===== config.mk =====
export PLATFORM = sky130hd
export DESIGN_NAME = hs_ram_arbiter
export DESIGN_NICKNAME = d
export VERILOG_FILES = /design/src/rtl/hs_arb_pkg.sv /design/src/rtl/hs_rd_pipe.sv /design/src/rtl/hs_ram_arbiter.sv
export SDC_FILE = /design/constraint.sdc
export NUM_CORES = 1
export LEC_CHECK = 0
export ABC_CLOCK_PERIOD_IN_PS = 1700
export CAP_MARGIN = 0
export CORE_MARGIN = 2
export CORE_UTILIZATION = 30
export DETAILED_ROUTE_END_ITERATION = 8
export PLACE_DENSITY = 0.8
export SETUP_SLACK_MARGIN = 0.3
export SLEW_MARGIN = 25
export SYNTH_ARGS = -nofsm -noshare
export SYNTH_HDL_FRONTEND = slang
export SYNTH_HIERARCHICAL = 1
export SYNTH_SLANG_ARGS = --single-unit

===== constraint.sdc =====
create_clock -name clk_sys -period 1.7 [get_ports clk_sys]
set_input_delay 0.34 -clock clk_sys [delete_from_list [all_inputs] [get_ports clk_sys]]
set_output_delay 0.34 -clock clk_sys [all_outputs]
set_load 0.03 [all_outputs]

===== src/rtl/hs_arb_pkg.sv =====
// Shared types and constants for the hiscore RAM arbiter.
package hs_arb_pkg;

    localparam int HS_SETTLE_W = 4;

    typedef enum logic [2:0] {
        ST_IDLE,
        ST_PAUSE,
        ST_SETTLE,
        ST_GRANT,
        ST_DRAIN
    } hs_arb_state_t;

endpackage


===== src/rtl/hs_rd_pipe.sv =====
// RD_LAT-deep shift register of honoured strobes; drives hs_valid and the
// "pipeline empty" condition used to leave DRAIN.
module hs_rd_pipe #(
    parameter int RD_LAT = 1
) (
    input  logic clk_i,
    input  logic rst_ni,
    input  logic strobe_i,
    output logic valid_o,
    output logic empty_o
);

    logic [RD_LAT:1] vld_pipe_q;
    logic [RD_LAT:1] vld_pipe_d;

    generate
        if (RD_LAT > 1) begin : g_deep
            assign vld_pipe_d = {vld_pipe_q[RD_LAT-1:1], strobe_i};
        end else begin : g_single
            assign vld_pipe_d = strobe_i;
        end
    endgenerate

    always_ff @(posedge clk_i or negedge rst_ni) begin
        if (!rst_ni) vld_pipe_q <= '0;
        else         vld_pipe_q <= vld_pipe_d;
    end

    assign valid_o = vld_pipe_q[RD_LAT];
    assign empty_o = ~|vld_pipe_q;

endmodule


===== src/rtl/hs_ram_arbiter.sv =====
// Hands the work-RAM port from the CPU to the hiscore engine: pause the CPU,
// wait for halt + settle, grant, then drain outstanding reads before returning.
module hs_ram_arbiter
    import hs_arb_pkg::*;
#(
    parameter int AW     = 16,
    parameter int DW     = 8,
    parameter int SETTLE = 4,
    parameter int RD_LAT = 1
) (
    input  logic          clk_sys,
    input  logic          reset_n,
    input  logic          hs_req,
    input  logic          hs_strobe,
    input  logic          hs_write,
    input  logic [AW-1:0] hs_addr,
    input  logic [DW-1:0] hs_wdata,
    output logic [DW-1:0] hs_rdata,
    output logic          hs_valid,
    output logic          hs_grant,
    output logic          hs_abort,
    output logic          pause_req,
    input  logic          cpu_paused,
    input  logic [AW-1:0] cpu_addr,
    input  logic [DW-1:0] cpu_wdata,
    input  logic          cpu_we,
    output logic [AW-1:0] ram_addr,
    output logic [DW-1:0] ram_wdata,
    output logic          ram_we,
    input  logic [DW-1:0] ram_rdata
);

    localparam logic [HS_SETTLE_W-1:0] SETTLE_INIT = HS_SETTLE_W'(SETTLE - 1);

    hs_arb_state_t          state_q, state_d;
    logic [HS_SETTLE_W-1:0] cnt_q, cnt_d;
    logic                   pause_req_q, hs_grant_q, hs_abort_q;
    logic                   strobe_ok;
    logic                   pipe_empty;

    assign strobe_ok = (state_q == ST_GRANT) && hs_strobe;

    hs_rd_pipe #(.RD_LAT(RD_LAT)) u_rd_pipe (
        .clk_i    (clk_sys),
        .rst_ni   (reset_n),
        .strobe_i (strobe_ok),
        .valid_o  (hs_valid),
        .empty_o  (pipe_empty)
    );

    always_comb begin
        state_d = state_q;
        cnt_d   = cnt_q;
        unique case (state_q)
            ST_IDLE: begin
                if (hs_req) state_d = ST_PAUSE;
            end
            ST_PAUSE: begin
                if (!hs_req) begin
                    state_d = ST_IDLE;
                end else if (cpu_paused) begin
                    state_d = ST_SETTLE;
                    cnt_d   = SETTLE_INIT;
                end
            end
            ST_SETTLE: begin
                cnt_d = cnt_q - 1'b1;
                if (!hs_req)          state_d = ST_IDLE;
                else if (!cpu_paused) state_d = ST_PAUSE;
                else if (cnt_q == '0) state_d = ST_GRANT;
            end
            ST_GRANT: begin
                // Losing the halt and withdrawing the request both drain; only
                // the former is flagged as an abort.
                if (!cpu_paused || !hs_req) state_d = ST_DRAIN;
            end
            ST_DRAIN: begin
                if (pipe_empty) state_d = ST_IDLE;
            end
            default: state_d = ST_IDLE;
        endcase
    end

    always_ff @(posedge clk_sys or negedge reset_n) begin
        if (!reset_n) begin
            state_q     <= ST_IDLE;
            cnt_q       <= '0;
            pause_req_q <= 1'b0;
            hs_grant_q  <= 1'b0;
            hs_abort_q  <= 1'b0;
        end else begin
            state_q     <= state_d;
            cnt_q       <= cnt_d;
            pause_req_q <= (state_d != ST_IDLE);
            hs_grant_q  <= (state_d == ST_GRANT);
            hs_abort_q  <= (state_q == ST_GRANT) && !cpu_paused;
        end
    end

    // Port mux follows state directly so reset returns the port to the CPU
    // without waiting for a clock.
    always_comb begin
        ram_addr  = cpu_addr;
        ram_wdata = cpu_wdata;
        ram_we    = cpu_we;
        if (state_q == ST_GRANT) begin
            ram_addr  = hs_addr;
            ram_wdata = hs_wdata;
            ram_we    = hs_strobe && hs_write;
        end else if (state_q == ST_DRAIN) begin
            ram_we    = 1'b0;
        end
    end

    assign pause_req = pause_req_q;
    assign hs_grant  = hs_grant_q;
    assign hs_abort  = hs_abort_q;
    assign hs_rdata  = ram_rdata;

endmodule


# Yosys cells after proc, flatten, opt, wreduce, memory -nomap -nowiden
# Index checks and enable logic that the tools add are counted.
dict set report word_totals {
  register_bits 11
  out_inout_bits 37
}
dict set report classes {
  add_sub_neg 1
  n_eq_ne 7
  muxes 16
  n_reduce_logical 11
}
# op n
set ops {}
lappend ops {{two-way mux 3 bit} 8}
lappend ops {{two-way mux 16 bit} 1}
lappend ops {{one-hot mux 3 bit (5 select lines)} 1}
lappend ops {{equality test 3 x 2 -> 1 bit, second input constant} 3}
lappend ops {{two-way mux 4 bit} 2}
lappend ops {{two-way mux 8 bit} 1}
lappend ops {{one-hot mux 4 bit (2 select lines)} 1}
lappend ops {{zero test 4 bit} 1}
lappend ops {{inequality test 2 bit, second input constant} 2}
lappend ops {{subtractor 4 x 1 -> 4 bit, second input constant} 1}
lappend ops {{equality test 3 x 1 -> 1 bit, second input constant} 1}
lappend ops {{equality test 3 bit, second input constant} 1}
lappend ops {{logical AND 1 bit} 3}
lappend ops {{zero test 3 bit} 1}
lappend ops {{AND reduction 3 bit} 1}
lappend ops {{nonzero test 3 bit} 1}
lappend ops {{zero test 1 bit} 2}
lappend ops {{two-way mux 1 bit} 2}
lappend ops {{nonzero test 2 bit} 1}
lappend ops {{logical OR 1 bit} 1}

# Depth between registers and ports, before layout
# Gate-level depths: netlist of the first run.
dict set report depth {
  ltp_word 6
  ltp_mapped 6
  ltp_nobuf 5
}

# Cells and area by module
# The synthesis of the first run kept the hierarchy.
# module instances cells_each area_per_inst_um2
set by_module_without_submodules {}
lappend by_module_without_submodules {hs_ram_arbiter 1 94 1006.0}
lappend by_module_without_submodules {hs_rd_pipe 1 2 28.8}

# Worst setup path after synthesis of the first run
# Ideal clock, no wire load.
dict set report synth_timing {
  path_type {reg-to-output}
  startpoint {register state_q[2]}
  endpoint {output port ram_we}
  t_arrival_ns 1.534
  required_time_ns 1.360
  setup_slack_ns -0.174
  path_stages_with_launch 7
  n_path_buf 3
  cell_sequence {dfrtp_1 buf_6 nand3b_4 buf_6 buf_8 a21oi_1 nor3_1}
}
dict set report synth_via {
  elab_chain_cells 3
  word_cells_on_any_way 4
  cone_classes {eq/ne: 2; mux: 2}
}
# item line_no
set synth_lines {}
lappend synth_lines {{start: declaration} hs_ram_arbiter.sv:35} ;# hs_arb_state_t state_q, state_d;
lappend synth_lines {{start signal: assignment} hs_ram_arbiter.sv:92} ;# state_q <= state_d;
lappend synth_lines {{equality test 3 bit} hs_ram_arbiter.sv:110} ;# end else if (state_q == ST_DRAIN) begin
lappend synth_lines {{two-way mux 1 bit} hs_ram_arbiter.sv:110}
lappend synth_lines {{two-way mux 1 bit (*)} hs_ram_arbiter.sv:106} ;# if (state_q == ST_GRANT) begin
lappend synth_lines {{end: declaration} hs_ram_arbiter.sv:29} ;# output logic ram_we,
# Every way passes the cells marked *; elsewhere a longest branch is shown, timed or not.

# Final worst setup path of the first run
dict set report layout_timing {
  startpoint {register state_q[2]}
  endpoint {output port ram_addr[6]}
}
dict set report layout_via {
  elab_chain_cells 2
}
# item line_no
set layout_lines {}
lappend layout_lines {{equality test 3 x 2 -> 1 bit} hs_ram_arbiter.sv:106}
lappend layout_lines {{two-way mux 16 bit} hs_ram_arbiter.sv:106}
lappend layout_lines {{end: declaration} hs_ram_arbiter.sv:27} ;# output logic [AW-1:0] ram_addr,
# No other way between the ends.

==> results.md, run 1 <==
* Crit-path cells: nand3b_4 > buf_12 > mux2_4 > buf_6
* Synth Cell Area at 1030 µm²
* Final Cell Area at 2050 µm²
* Sequential Area at 275 µm²
* Max incr delay on CP at 0.39 ns
* Synth area leaders: dfrtp_1 (27%), mux2_4 (23%), mux2_2 (8.7%)
* CP delay by family, top: flip-flops
* Tmin final at 1.84 ns
* Seq/Total Area, Yosys at 26.6%
* Synth Register Bits at 11
* Post-synth EDFFs at 0
* CTS tree: yes
* Slew Viols, Final at 0
* Placed cells at 218
* Number of global-route vias before repair at 1,155
* RSZ-0062 raised after global routing: true
* First-pass GRT wire length at 5.69 mm
* Die width at 62.7 µm
* GPL Wtd Cong at 0.760
* Reg2reg path depth at 4
* Layout cells sized above 1 at 42.0%
* CP Capture Point: ram_addr[6]
* Worst endpoint required time at 1.36 ns
* Fin nets at 247
* Setup tns final at -2.89 ns
* Maximum clock frequency at 0.542 GHz
* Antenna violations before repair at 0
* Rows at 21
* Crit Path Category: register to primary output
* Commonest cells after routing, fill and taps aside: clkdlybuf4s50_1 (54), buf_6 (25), mux2_4 (16), dfrtp_1 (11)
* Clk sinks at 11
* Routed WL at 3.52 mm
* PortBufs at 83
* Critical-path top delay cell: dfrtp_1
* Syn Area/Cell at 10.8 µm²
* Power per Cell Area at 495 nW/µm²
* Dominant synthesized flop cell: dfrtp_1
* Gr ovfl total at 0
* Status: finished with violations
* Post-synth top area share at 26.6%
* Layout area overhead at 97.9%
* Post-DP HPWL at 2.72 mm
* Drt pass-1 iters at 4
* Clk_skew at 0.00223 ns
* Hold buffer count at cts at 0
* Worst reg2reg startpoint: state_q[2]$_DFF_PN0_
* WP data arrival at 1.50 ns
* Vias/cell at 4.73
* Most common cell after layout, fill and taps aside: clkdlybuf4s50_1
* Total track usage at 17.9%
* Die area at 3940 µm²
* Root buf cell: clkbuf_4
* CP Launch Type: register
* Die height at 62.7 µm
* Slew margin rel. at 65.1%
* Class of the worst hold path: input port to async pin
* Core area at 3340 µm²
* Initial Util at 31.0%
* # diodes at 0
* Antenna-violating nets left at 0
* Largest net degree at the start of global routing at 16
* TritonCTS buffer count at 3
* Worst Setup End Kind: primary output
* CP max FO at 12
* CP startpoint: state_q[2]$_DFF_PN0_
* Post-synth ARST share at 100%
* Vias at 1,073
* Crit path buf inv count at 2
* Worst skew pair latency at 0.27 ns
* Worst-case clock buffer depth at 2
* Worst R2R End: cnt_q[1]$_DFFE_PN0P_
* # DRC at 0
* Fin cells at 227
* Failing checks: setup timing
* Final setup violation count at 25
* Max capacitance violation total at 0
* Post-Place Worst Slack at -0.318 ns
* Final Hold Slack at 0.409 ns
* Leak at 0.980 nW
* Worst-Margin Slew at 0.521 ns
* Syn_nets at 161
* Worst vdd rail ir drop at 0.423 mV
* Reg clk slew, reported paths at 0.08 ns
* Starting DRC count in detailed routing at 14
* Setup slack, reg-to-reg at 0.31 ns
* CTS H-tree depth at 1
* Drt wl/cell at 15.5 µm
* Ys Warns at 6
* Filler Cell Count at 275
* Post-route setup slack at -0.145 ns
* Area of the multi-input gates at 673 µm²
* Synth cell types at 34
* IO Count at 100
* Period utilization at 109%
* Final-report hold violation count at 0
* Cell count after synthesis at 96
* Placed inst area at 1840 µm²
* Cell accounting for the most synthesized area: dfrtp_1
* CP Depth at 4
cell families after synthesis:
family | count (synthesis) | synth area share (%)
compound gates | 14 | 8.59
xor+xnor | 1 | 0.847
fa+ha+maj | 2 | 2.42
buf+inv | 20 | 13.7
flops | 11 | 26.6
mux | 25 | 32.9
simple gates | 23 | 15.0
cells in the mapped netlist (2+ instances only):
cell and n:
nor2_1 4, nor3_1 3, dfrtp_1 11, buf_4 8, and3b_1 2, buf_6 3
ha_1 2, nand2_1 4, buf_2 2, mux2_4 16, inv_1 6, mux2_2 8
a21oi_1 6
metal layers:
| layer | vias up | track usage, % | routed length, µm |
|---|---|---|---|
| met2 | 53 | 34.1 | 1910 |
| met1 | 516 | 19.8 | 1320 |
| met5 | - | 0 | 0 |
| met4 | 0 | 2.78 | 18 |
| met3 | 4 | 5.05 | 278 |
| li1 | 500 | - | - |
where the power goes:
group | leakage (nW) | switching [W] | internal (W)
combinational | 0.821 | 0.000225 | 0.000301
sequential | 0.141 | 0.0000197 | 0.000283
clock | 0.0177 | 0.0000977 | 0.0000870
metrics by stage:
step | util, % | power [W]
after floorplan | - | 0.000582
after global placement | 55.0 | 0.000765
after detailed placement | 55.0 | 0.000779
after CTS | 60.3 | 0.00100
after global routing | 61.4 | 0.00106
final | 61.4 | 0.00101
timing repair:
item	CTS	global route
gates resized for setup	110	5
endpoints found under the setup margin	31	28
setup buffers	3	2
pin swaps	0	1
flip-flops by register name (all words and copies together), names as in the netlist:
name and flops:
hs_abort 1, u_rd_pipe/valid_o 1, hs_grant 1, state_q 3, cnt_q 4, pause_req 1
how the worst min path moves through the flow:
stage	start	to	slack (ns)	cells after the start
after floorplan	reset_n	cnt_q[0]$_DFFE_PN0P_	0.04	0
after global placement	cnt_q[1]$_DFFE_PN0P_	cnt_q[1]$_DFFE_PN0P_	0.51	1
after detailed placement	cnt_q[1]$_DFFE_PN0P_	cnt_q[1]$_DFFE_PN0P_	0.53	1
after CTS	reset_n	state_q[1]$_DFF_PN0_	0.43	1
after global routing	reset_n	cnt_q[3]$_DFFE_PN0P_	0.47	1
final	reset_n	hs_abort$_DFF_PN0_	0.41	1
cell type report:
| cell class | instances | share of cell area (%) |
|---|---|---|
| multi-input combinational | 65 | 32.9 |
| clock buffer | 3 | 1.10 |
| inverter | 6 | 1.10 |
| sequential | 11 | 13.4 |
| timing repair buffer | 95 | 48.4 |
| tap | 46 | 2.81 |
| clock inverter | 1 | 0.244 |
(Power assumes the default switching activity.)
==> run 2: changes to the inputs <==
Settings changed: ABC_AREA set to 1, CORE_UTILIZATION 30 to 29.
==> results.md, run 2 <==
* Dominant synthesized flop cell: dfrtp_1
* Placed inst area at 1830 µm²
* Final Cell Area at 2070 µm²
* Crit-path cells: inv_2 > nand3_4 > buf_12 > o21ai_2 > buf_6
* Rows at 20
* Power per Cell Area at 551 nW/µm²
* Routed WL at 3.16 mm
* M1 WL at 1.13 mm
* Worst-case clock buffer depth at 2
* Period utilization at 102%
* Total track usage at 15.5%
* Synth cell types at 15
* WP data arrival at 1.40 ns
* Cell count after synthesis at 160
* Root buf cell: clkbuf_4
* Critical-path top delay cell: dfrtp_1
* Crit Path Category: register to primary output
* First-pass GRT wire length at 4.45 mm
* Syn_nets at 225
* Starting DRC count in detailed routing at 17
* Final-report hold violation count at 0
* Maximum clock frequency at 0.574 GHz
* Tmin final at 1.74 ns
* CP Launch Type: register
* Post-synth EDFFs at 0
* Filler Cell Count at 274
* CTS tree: yes
* CP delay by family, top: buffers and inverters
* Syn Area/Cell at 5.97 µm²
* Vias at 1,227
* Die area at 3770 µm²
* Post-route setup slack at -0.0408 ns
* Post-DP HPWL at 2.29 mm
* Final Total Pwr at 0.00114 W
* Clk_skew at 0.00396 ns
* Met3 Wirelength at 235 µm
* Post-synth ARST share at 100%
* Largest net degree at the start of global routing at 17
* Synth Cell Area at 956 µm²
* Post-synth top area share at 28.8%
* CTS H-tree depth at 1
* Reg2reg path depth at 7
* Seq/Total Area, Yosys at 28.8%
* Status: finished with violations
* Crit path buf inv count at 3
* # diodes at 0
* Die height at 61.4 µm
* Synth area leaders: dfrtp_1 (29%), nand2_1 (18%), inv_1 (15%)
* TritonCTS buffer count at 3
* Initial Util at 30.8%
* Antenna violations before repair at 0
* Worst-Margin Slew at 0.502 ns
* Most common cell in the netlist: nand2_1
* IO Count at 100
* Drt pass-1 iters at 4
* Vias/cell at 4.28
* Commonest cells after routing, fill and taps aside: clkdlybuf4s50_1 (54), nand2_1 (39), inv_1 (38), buf_6 (25), o21ai_2 (21)
* Leak at 1.08 nW
* Worst endpoint required time at 1.36 ns
* Slew margin rel. at 66.5%
* Failing checks: setup timing
* Met2 routed wirelength at 1.76 mm
* Clk sinks at 11
* # DRC at 0
* Largest regs: cnt_q (4), state_q (3)
* Core area at 3100 µm²
* Layout area overhead at 116%
* CP Depth at 5
* Max reg flops at 4
* Most common cell after layout, fill and taps aside: clkdlybuf4s50_1
* Worst Setup End Kind: primary output
* Worst vdd rail ir drop at 0.275 mV
* Class of the worst hold path: input port to async pin
* Max capacitance violation total at 0
* Fin nets at 309
* Setup tns final at -0.629 ns
* Die width at 61.4 µm
* Top Metal Used: met4
* Cell accounting for the most synthesized area: dfrtp_1
* RSZ-0062 raised after global routing: true
* Layout cells sized above 1 at 30.9%
* Final Hold Slack at 0.406 ns
* Synth Register Bits at 11
* Reg clk slew, reported paths at 0.06 ns
* Antenna-violating nets left at 0
* Max incr delay on CP at 0.40 ns
* Number of global-route vias before repair at 1,049
* Final setup violation count at 25
* Post-synth top cells: nand2_1 (46), inv_1 (38), o21ai_1 (25)
* Gr ovfl total at 0
* Drt wl/cell at 11.0 µm
* Ys Warns at 6
* PortBufs at 83
* GPL Wtd Cong at 0.849
* Biggest register: cnt_q
* CP max FO at 15
* Worst skew pair latency at 0.27 ns
* Slew Viols, Final at 0
==> run 2: changes by cell type in the layout (fill, tap and decap cells not counted), sizes merged, moves of 4 or more <==
cell,before,now
nand2,4,46
inv,6,40
mux2,24,0
o21ai,1,25
nand3,1,11
a21oi,6,0
nor2,4,8
==> run 2: kinds of logic after synthesis <==
family	after synthesis	share of synthesized area, %
DFF	11	28.8
xor gates and xnor gates	1	0.916
buffers and inverters	53	24.6
AOI/OAI and AO/OA	26	13.7
adders and majority gates	2	2.62
and+or+nand+nor	67	29.3
==> run 2: what timing repair did <==
| item | CTS | global route |
|---|---|---|
| buffers inserted | 3 | 2 |
| setup endpoints to repair | 29 | 26 |
| gates cloned | 1 | 0 |
| resized for setup | 24 | 22 |
| hold buffers | 0 | 0 |
==> run 2: layout make-up <==
type                            instances  area, µm²  share of cell area, %
Inverter                               40        150                   7.27
Timing Repair Buffer                   92        971                   47.0
Clock buffer                            4       26.3                   1.27
Multi-Input combinational cell         96        586                   28.3
Tap cell                               44       55.1                   2.67
Sequential cell                        11        278                   13.4
==> run 2: final timing paths <==
path                       slack, ns                  from                    to
setup / recovery               -0.04  state_q[2]$_DFF_PN0_          ram_wdata[6]
hold / removal                  0.41               reset_n  cnt_q[1]$_DFFE_PN0P_
setup reg to reg                0.39  state_q[2]$_DFF_PN0_   pause_req$_DFF_PN0_
hold reg to reg                 0.48  cnt_q[0]$_DFFE_PN0P_  cnt_q[0]$_DFFE_PN0P_
max in group asynchronous       0.93               reset_n  state_q[1]$_DFF_PN0_
min in group clk_sys            0.48  cnt_q[0]$_DFFE_PN0P_  cnt_q[0]$_DFFE_PN0P_
==> run 2: stage by stage <==
step | cells | setup WS (ns) | utilization, %
floorplan | 160 | 0.245 | -
global placement | 277 | 0.135 | 59.1
detailed placement | 277 | 0.117 | 59.1
CTS | 285 | -0.0501 | 63.5
global route | 287 | -0.107 | 66.6
finish | 287 | -0.0408 | 66.6
==> run 2: metal layers <==
layer  vias up  global-route usage (%)
met2        54                    26.1
met5         -                       0
met3         4                    5.04
li1        636                       -
met1       533                    19.0
met4         0                    4.26
==> run 2: report_power, final <==
part           switching [W]  internal [W]  total [W]
Combinational       0.000310      0.000307   0.000617
Sequential         0.0000404      0.000308   0.000348
Clock              0.0000816     0.0000908   0.000172
==> run 3: changes to the inputs <==
Settings changed: CELL_PAD_IN_SITES_DETAIL_PLACEMENT set to 0, CELL_PAD_IN_SITES_GLOBAL_PLACEMENT set to 1, CORE_UTILIZATION 29 to 17, HOLD_SLACK_MARGIN set to 0.05, PLACE_DENSITY 0.8 to 0.79.
==> results.md, run 3 (synthesized netlist as in run 2, its figures left out) <==
* Max reg flops at 4
* Sw frac at 36.5%
* Vias at 1,181
* TritonCTS buffer count at 3
* # DRC at 0
* Top cell by count, worst path: nand2_1
* Leak at 1.07 nW
* Clk_skew at 0.00216 ns
* Root buf cell: clkbuf_8
* Worst Setup End Kind: primary output
* Worst-case clock buffer depth at 2
* Period utilization at 98.4%
* Fin nets at 307
* Die area at 6240 µm²
* Final setup violation count at 0
* Vias/cell at 3.77
* Post-DP HPWL at 2.49 mm
* RSZ-0062 raised after global routing: true
* Most common cell after layout, fill and taps aside: clkdlybuf4s50_1
* Layout area overhead at 110%
* Reg clk slew, reported paths at 0.05 ns
* CP Launch Type: register
* CTS H-tree depth at 1
* Number of global-route vias before repair at 1,172
* Rows at 27
* CTS tree: yes
* Antenna-violating nets left at 0
* Combinational share of power at 48.9%
* Routed WL at 2.94 mm
* Antenna violations before repair at 0
* Total track usage at 10.2%
* Clock power share at 22.0%
* Filler Cell Count at 617
* Starting DRC count in detailed routing at 28
* Largest regs: cnt_q (4), state_q (3)
* Tmin final at 1.67 ns
* Critical-path top delay cell: dfrtp_1
* Commonest cells after routing, fill and taps aside: clkdlybuf4s50_1 (53), nand2_1 (45), inv_1 (38), o21ai_2 (22), buf_4 (21)
* Final core occ at 36.7%
* Power per Cell Area at 594 nW/µm²
* Die height at 79.0 µm
* Hold buffer count at cts at 0
* Biggest register: cnt_q
* Layout cells sized above 1 at 27.4%
* Worst-Margin Slew at 0.484 ns
* Max incr delay on CP at 0.38 ns
* Core area at 5470 µm²
* WP data arrival at 1.33 ns
* Final-report hold violation count at 0
* GPL Wtd Cong at 0.722
* Post-Place Worst Slack at 0.115 ns
* Sequential Power Share at 29.1%
* Die width at 79.0 µm
* Largest net degree at the start of global routing at 29
* PortBufs at 83
* CP max FO at 24
* Max capacitance violation total at 0
* # diodes at 0
* Drt wl/cell at 9.39 µm
* Class of the worst hold path: input port to register
* Slew Viols, Final at 0
* Clk sinks at 11
* Status: finished, final reports clean
* NetSw at 0.000435 W
* Worst vdd rail ir drop at 0.252 mV
* First-pass GRT wire length at 5.05 mm
* Crit-path cells: inv_2 > nand3_4 > buf_12 > nor2_4 > nand2_1 > nand2_1 > buf_6
* Drt pass-1 iters at 4
* Gr ovfl total at 0
* Worst skew pair latency at 0.24 ns
* Maximum clock frequency at 0.598 GHz
* Final Hold Slack at 0.384 ns
* Initial Util at 17.5%
* IO Count at 100
* Internal power at 0.000758 W
* Post-route setup slack at 0.0266 ns
* Worst endpoint required time at 1.36 ns
* Crit Path Category: register to primary output
* Slew margin rel. at 67.6%
-- run 3: changes by cell type in the layout (fill, tap and decap cells not counted), moves of 2 or more --
cell	change
dfrtp_2	-2
dfrtp_1	+2
clkbuf_8	+3
nand2_2	-7
buf_6	-16
clkbuf_4	-3
buf_4	+15
nand2_1	+6
-- run 3: path summary, 6_finish.rpt --
check	startpoint	end	slack, ns	depth (start not counted)
max	state_q[2]$_DFF_PN0_	ram_we	0.03	7
min	cpu_paused	hs_abort$_DFF_PN0_	0.38	2
max reg2reg	state_q[0]$_DFF_PN0_	cnt_q[1]$_DFFE_PN0P_	0.46	7
min reg2reg	cnt_q[0]$_DFFE_PN0P_	cnt_q[0]$_DFFE_PN0P_	0.48	2
max in group asynchronous	reset_n	hs_grant$_DFF_PN0_	0.94	1
min in group asynchronous	reset_n	cnt_q[3]$_DFFE_PN0P_	0.43	1
-- run 3: timing repair --
| item | in CTS | in global routing |
|---|---|---|
| setup endpoints to repair | 29 | 26 |
| buffers inserted | 0 | 0 |
| gates resized for setup | 20 | 2 |
-- run 3: through the flow --
stage                     TNS, ns  total power (W)  cell area (µm²)  cells
final                           0          0.00119             2010    313
after global routing       -0.621          0.00129             2010    313
after CTS                       0          0.00121             2000    313
after detailed placement        0         0.000924             1900    309
after global placement          0         0.000917             1900    309
after floorplan                 0         0.000698             1060    160
-- run 3: metal layers --
layer  routed length (µm)  track usage, %
met1                 1300            12.7
met2                 1300            16.4
met3                  270            2.61
met4                   63            4.66
met5                    0               0
-- run 3: critical path: cells and delay by family, from the launching register on --
family                 cells  cell delay, ns
buffers and inverters      3            0.40
DFF                        1            0.38
and+or+nand+nor            4            0.31
-- run 3: power groups by stage --
stage | Combinational (W) | Sequential, W | Clock [W]
2_1_floorplan | 0.000348 | 0.000350 | 0
3_3_place_gp | 0.000567 | 0.000350 | 0
3_5_place_dp | 0.000573 | 0.000351 | 0
4_1_cts | 0.000591 | 0.000347 | 0.000275
5_1_grt | 0.000649 | 0.000352 | 0.000291
6_report | 0.000584 | 0.000347 | 0.000263
-- run 3: area by class of cell --
| type | instances | area (µm²) | area share [%] |
|---|---|---|---|
| timing repair buffer | 90 | 872 | 43.4 |
| clock buffer | 4 | 45.0 | 2.24 |
| multi-input combinational | 96 | 576 | 28.7 |
| sequential | 11 | 275 | 13.7 |
| tap | 72 | 90.1 | 4.49 |
| inverter | 40 | 150 | 7.48 |
